File: src/rtl/miriscv_fetch_aligner.sv
// Realigns word-aligned fetch words into 16/32-bit instructions with their PCs; result visible
// the cycle after the word is accepted; fetch is stalled while more than two halfwords are held.
package miriscv_pkg;
    localparam int ILEN = 32;
    localparam int XLEN = 32;
endpackage

module miriscv_fetch_aligner #(
    parameter int              ILEN     = miriscv_pkg::ILEN,
    parameter int              XLEN     = miriscv_pkg::XLEN,
    parameter bit              RV32C    = 1'b1,
    parameter logic [XLEN-1:0] RESET_PC = '0
) (
    input  logic            clk_i,
    input  logic            rst_i,
    input  logic            word_valid_i,
    output logic            word_ready_o,
    input  logic [ILEN-1:0] word_i,
    input  logic            flush_i,
    input  logic [XLEN-1:0] flush_pc_i,
    output logic            instr_valid_o,
    input  logic            instr_ready_i,
    output logic [ILEN-1:0] instr_o,
    output logic [XLEN-1:0] instr_pc_o,
    output logic            instr_compressed_o
);

    logic [15:0]     buf_q [4];
    logic [15:0]     buf_s [4];
    logic [15:0]     buf_d [4];
    logic [2:0]      cnt_q, cnt_s, cnt_d;
    logic [XLEN-1:0] pc_q, pc_d;
    logic            skip_q, skip_d;
    logic            is32, pop, push;
    logic [2:0]      need;

    assign is32 = !RV32C || (buf_q[0][1:0] == 2'b11);
    assign need = is32 ? 3'd2 : 3'd1;

    assign instr_valid_o      = !flush_i && (cnt_q >= need);
    assign word_ready_o       = !flush_i && (cnt_q <= 3'd2);
    assign instr_o            = is32 ? {buf_q[1], buf_q[0]} : {16'h0000, buf_q[0]};
    assign instr_pc_o         = pc_q;
    // An empty buffer has no head, so it is not reported as compressed.
    assign instr_compressed_o = !is32 && (cnt_q != 3'd0);

    assign pop  = instr_valid_o && instr_ready_i;
    assign push = word_valid_i && word_ready_o;

    always_comb begin
        buf_s = buf_q;
        cnt_s = cnt_q;
        if (pop) begin
            cnt_s = cnt_q - need;
            if (is32) begin
                buf_s[0] = buf_q[2];
                buf_s[1] = buf_q[3];
                buf_s[2] = '0;
                buf_s[3] = '0;
            end else begin
                buf_s[0] = buf_q[1];
                buf_s[1] = buf_q[2];
                buf_s[2] = buf_q[3];
                buf_s[3] = '0;
            end
        end

        buf_d  = buf_s;
        cnt_d  = cnt_s;
        skip_d = skip_q;
        pc_d   = pop ? pc_q + XLEN'({need, 1'b0}) : pc_q;

        // Appending after the pop keeps the head contiguous; cnt_s <= 2 whenever push is set.
        if (push) begin
            if (skip_q) begin
                for (int i = 0; i < 4; i++)
                    if (3'(i) == cnt_s) buf_d[i] = word_i[31:16];
                cnt_d  = cnt_s + 3'd1;
                skip_d = 1'b0;
            end else begin
                for (int i = 0; i < 4; i++) begin
                    if (3'(i) == cnt_s)        buf_d[i] = word_i[15:0];
                    if (3'(i) == cnt_s + 3'd1) buf_d[i] = word_i[31:16];
                end
                cnt_d = cnt_s + 3'd2;
            end
        end

        if (flush_i) begin
            cnt_d  = 3'd0;
            pc_d   = flush_pc_i;
            skip_d = flush_pc_i[1];
        end
    end

    always_ff @(posedge clk_i or posedge rst_i) begin
        if (rst_i) begin
            cnt_q  <= 3'd0;
            pc_q   <= RESET_PC;
            skip_q <= RESET_PC[1];
            for (int i = 0; i < 4; i++) buf_q[i] <= '0;
        end else begin
            cnt_q  <= cnt_d;
            pc_q   <= pc_d;
            skip_q <= skip_d;
            buf_q  <= buf_d;
        end
    end

endmodule

File: config.mk
export PLATFORM = sky130hd
export DESIGN_NAME = miriscv_fetch_aligner
export DESIGN_NICKNAME = d
export VERILOG_FILES = /design/src/rtl/miriscv_fetch_aligner.sv
export SDC_FILE = /design/constraint.sdc
export NUM_CORES = 1
export LEC_CHECK = 0
export BUFFER_PORTS_ARGS = -buffer_cell sky130_fd_sc_hd__buf_2
export CAP_MARGIN = 20
export CORE_MARGIN = 5
export CORE_UTILIZATION = 46
export DETAILED_ROUTE_END_ITERATION = 7
export HOLD_SLACK_MARGIN = 0.02
export PLACE_DENSITY = 0.7
export SLEW_MARGIN = 10
export SYNTH_ARGS = -nofsm -noshare
export SYNTH_HDL_FRONTEND = slang
export SYNTH_SLANG_ARGS = --single-unit
File: constraint.sdc
create_clock -name clk_i -period 3.3 [get_ports clk_i]
set_input_delay 0 -clock clk_i [delete_from_list [all_inputs] [get_ports clk_i]]
set_output_delay 0 -clock clk_i [all_outputs]
set_load 0.01 [all_outputs]
== Word level (Yosys, flattened, before mapping) ==
Cells that the tools add are included.

* Bits in registers: 100
* Input bits: 69
* Word-level logic and storage cells: 58

* Reductions and logical operators: 12
* $add $sub $neg: 4
* Multiplexer cells: 26
* Equality and inequality tests: 7
* Order comparisons: 2

{| class="wikitable"
|+ Operators by type and width
! kind !! count
|-
| 2-to-1 mux 64 bit || 4
|-
| 2-to-1 mux 16 bit || 12
|-
| 2-to-1 mux 32 bit || 3
|-
| adder 32 x 3 -> 32 bit || 1
|-
| equality test 2 x 3 -> 1 bit, first input constant || 4
|-
| 2-to-1 mux 3 bit || 4
|-
| equality test 1 x 3 -> 1 bit, first input constant || 2
|-
| logical NOT 3 bit || 2
|-
| logical AND 1 bit || 5
|-
| nonzero test 2 bit || 2
|-
| adder 3 x 1 -> 3 bit, second input constant || 1
|-
| adder 3 x 2 -> 3 bit, second input constant || 1
|-
| >= comparator 3 x 2 -> 1 bit || 1
|-
| <= comparator 3 x 2 -> 1 bit, second input constant || 1
|-
| nonzero test 3 bit || 1
|-
| subtractor 3 x 2 -> 3 bit || 1
|-
| equality test 2 bit, second input constant || 1
|-
| logical NOT 1 bit || 2
|-
| 2-to-1 mux 1 bit || 2
|-
| 2-to-1 mux 2 bit || 1
|}

== Logic depth before layout (Yosys ltp) ==
* Word-level depth: 11
* Depth in mapped cells: 15
* Gate-level depth less buffers: 11

== Worst setup path before layout ==
Ideal clock, no wire load.

* Path kind: reg-to-reg
* Start: register buf_q[48] (netlist name)
* End: register buf_q[37] (netlist name)
* Library setup time: 130 ps
* Arrival time: 3,472 ps
* Stages on the path, launching flop included: 16
* Required time: 3,170 ps
* Clock period less this slack: 3,602 ps
* Setup slack: -302 ps
* Cell sequence: dfrtp_1 -> nand2_1 -> clkbuf_1 -> clkbuf_1 -> ha_1 -> inv_1 -> fa_1 -> nand4bb_1 -> a211oi_1 -> and3_1 -> or3b_1 -> buf_2 -> buf_2 -> a21oi_1 -> o22ai_1 -> nand3_1

{| class="wikitable"
|+ RTL lines
! what !! line !! source
|-
| start: declaration || 28 || <nowiki>logic [15:0] buf_q [4];</nowiki>
|-
| start signal: assignment || 106 || <nowiki>buf_q <= buf_d;</nowiki>
|}

==> impl_results.md <==
* Cell depth of the worst hold path at 3
* Max VDD drop at 0.518 mV
* Crit path launch: buf_q[48]
* Arr. time, crit path at 3390 ps
* Share of cells above drive strength 1 at 18.9%
* Largest net degree at the start of global routing at 69
* Outcome: finished clean
* Dpl cells at 1404
* Syn Area/Cell at 7.50 µm²
* Cell Chain, Critical Path: nand2_1 -> buf_6 -> ha_1 -> a211o_1 -> buf_4 -> nand2_1 -> buf_4 -> a21oi_1 -> o21ai_0 -> a221oi_1 -> a221oi_1
* MaxCap Viol Count at 0
* GPL Wtd Cong at 0.926
* Fin crit period at 3150 ps
* 1st-iter DRT viols at 1313
* #FFs+latches synth at 100
* Fin Setup TNS at 0 ps
* Num CTS Buffers at 9
* Die width at 144 µm
* Worst R2R Path Depth at 11
* Max Buffers Root-to-Sink at 2
* CP Capture Type: flip-flop
* Crit path max-delay cell type: dfrtp_1
* TritonCTS sink count at 100
* Initial antenna violation count at 0
* Fin. max-slew vios at 0
* Highest Clock Rate at 318 MHz
* Sequential fraction of the synthesis area at 30.4%
* Initial core utilization at 46.3%
* Delay-heaviest family, CP: compound AO/OA/AOI/OAI gates
* DP HPWL at 20100 µm
* GRT Residual Overflow at 0
* End point of the critical path: buf_q[62]
* Most common flop cell mapped by yosys: dfrtp_1
* Clk_lat worst skew at 370 ps
* RSZ-0062 raised after global routing: false
* CTS clk-pin slew, worst paths at 80 ps
* Critical path data required time at 3540 ps
* Vias in the first global route at 9213
* Internal reg-to-reg setup slack at 150 ps
* Endpoints failing hold at 0
* Final non-filler cell total at 1490
* CP Max Fanout at 31
* Top Ports at 136
* Vias per Instance at 6.47
* Cells after Synth at 1096
* Die area at 20700 µm²
* Power per cell area at 915 nW/µm²
* Syn nets at 1171
* Buffers & Inverters on Critical Path at 3
* Critical path depth at 11
* Cell Area, Placed at 9070 µm²
* RR Endpoint: buf_q[62]
* Die height at 144 µm
* Vias at 9644
* H-tree Lvls at 3
* Final wirelength at 31400 µm
* Fraction of registers with async set/reset at 100%
* CTS tree: done
* DR DRC count at 0
* Rows at 49
* Global-route wire length before repair at 49100 µm
* Worst Hold Class: input pin to flip-flop
* Drt wl/cell at 21.1 µm
* Drt pass-1 iters at 8
* EDFF count, synth at 0
* Core area at 17800 µm²
* Worst r2r src: buf_q[48]
* Diodes inserted at 0
* Setup-failing EPs final at 0
* Synth Cell Area at 8230 µm²
* Element type at the critical path start: flip-flop
* Kind of critical path: flip-flop to flip-flop
* GRT Total Usage at 30.1%
* Slew HR at 42.8%
* Final nets at 1331
* Netlist cell types at 72
* Slowest stage delay, CP at 380 ps
* Post-route ant nets at 0
* Tcrit/Tclk final at 95.4%
* Synthesis-to-layout area growth at 22.9%
* Ys Warns at 0
* Final Skew at 11.1 ps
* Final core utilization at 56.8%
* CTS root buffer: clkbuf_16
* Port Buffers at 135
* Least-Margin Pin Slew at 857 ps
* Final Cell Area at 10100 µm²
* LEAKAGE at 4.27 nW
[tightest hold or removal path, stage by stage]
cell and delay (ps):
buf_2 180, a2bb2oi_1 90, o22ai_1 110
[metrics by stage]
stage,total power [W],worst slack (ps),hold slack [ps]
2_1_floorplan,0.00609,60.1,116
3_3_place_gp,0.00770,168,169
3_5_place_dp,0.00779,90.7,172
4_1_cts,0.00896,62.8,57.1
5_1_grt,0.00982,0.0282,71.7
6_report,0.00925,151,70.2
[how the worst min path moves through the flow]
stage / startpoint / endpoint / slack, ps
after global placement: rst_i / buf_q[43] / 170
final: word_i[15] / buf_q[47] / 70
after CTS: word_i[15] / buf_q[47] / 60
after global routing: word_i[15] / buf_q[47] / 70
after floorplan: word_i[14] / buf_q[46] / 120
after detailed placement: rst_i / buf_q[43] / 170
[sequential cells by signal (all words and copies together) (netlist names)]
signal / cells
buf_q: 64
skip_q: 1
instr_pc_o: 32
cnt_q: 3
[cell usage after synthesis (3+ instances only)]
library cell	number	area, µm²
a21oi_1	74	370
a221oi_1	6	52.6
a222oi_1	15	150
a2bb2oi_1	4	35.0
a31oi_1	49	307
and3_1	23	144
and4_1	3	26.3
buf_1	4	15.0
buf_2	26	130
buf_4	24	180
clkbuf_1	52	195
dfrtp_1	100	2500
ha_1	4	50.1
inv_1	24	90.1
mux2i_1	33	330
nand2_1	215	807
nand2b_1	6	37.5
nand3_1	52	260
nand4_1	7	43.8
nor2_1	38	143
nor2_4	3	33.8
nor2b_1	18	113
nor3_1	37	185
nor3_2	3	30.0
o2111a_1	13	146
o211ai_1	32	240
o21ai_0	104	521
o21ai_1	7	35.0
o22ai_1	29	181
o2bb2ai_1	15	131
or3_1	3	18.8
xnor2_1	15	131
xor2_1	13	114
[cell type report]
| class | count | area [µm²] |
|---|---|---|
| Timing Repair Buffer | 255 | 1780 |
| Sequential cell | 100 | 2500 |
| Clock buffer | 9 | 225 |
| Fill cell | 1620 | 7670 |
| Tap cell | 229 | 287 |
| Inverter | 26 | 100 |
| Multi-Input combinational cell | 864 | 5140 |
| Clock inverter | 7 | 65.1 |
[power by group]
part | switching, W | total (W) | internal (W) | leakage, nW
Sequential | 0.000389 | 0.00202 | 0.00163 | 1.26
Combinational | 0.00389 | 0.00614 | 0.00225 | 2.87
Clock | 0.000559 | 0.00109 | 0.000532 | 0.140
[logic make-up after synthesis]
family	count (synthesis)	share of synthesized area, %
AND/OR/NAND/NOR	423	24.1
AO/OA/AOI/OAI	373	29.8
buffers and inverters	132	7.51
flip-flops	100	30.4
multiplexers	34	4.15
XOR/XNOR	28	2.98
adder cells (fa/ha/maj)	6	1.10
[timing repair]
action	CTS	global route
endpoints found under the hold margin	128	0
gates resized for setup	0	7
endpoints found under the setup margin	0	37
hold buffers	65	0
setup buffers	0	4
[routing by layer]
metal	wire length [µm]	track usage (%)
met1	12100	39.2
met2	14100	47.4
met4	1500	16.6
met5	0	0
met3	3630	5.22
[placed cells by master (no fill, tap or decap), types with 29 or more instances in the layout]
cell type	count
buf_2	135
buf_4	50
dlygate4sd3_1	65
nand3_1	52
dfrtp_1	99
a21oi_1	74
o21ai_0	104
nor2_1	38
mux2i_1	33
a31oi_1	48
o211ai_1	32
nand2_1	215
nor3_1	37
o22ai_1	29
Note: power is estimated with default switching activity, not from simulation.
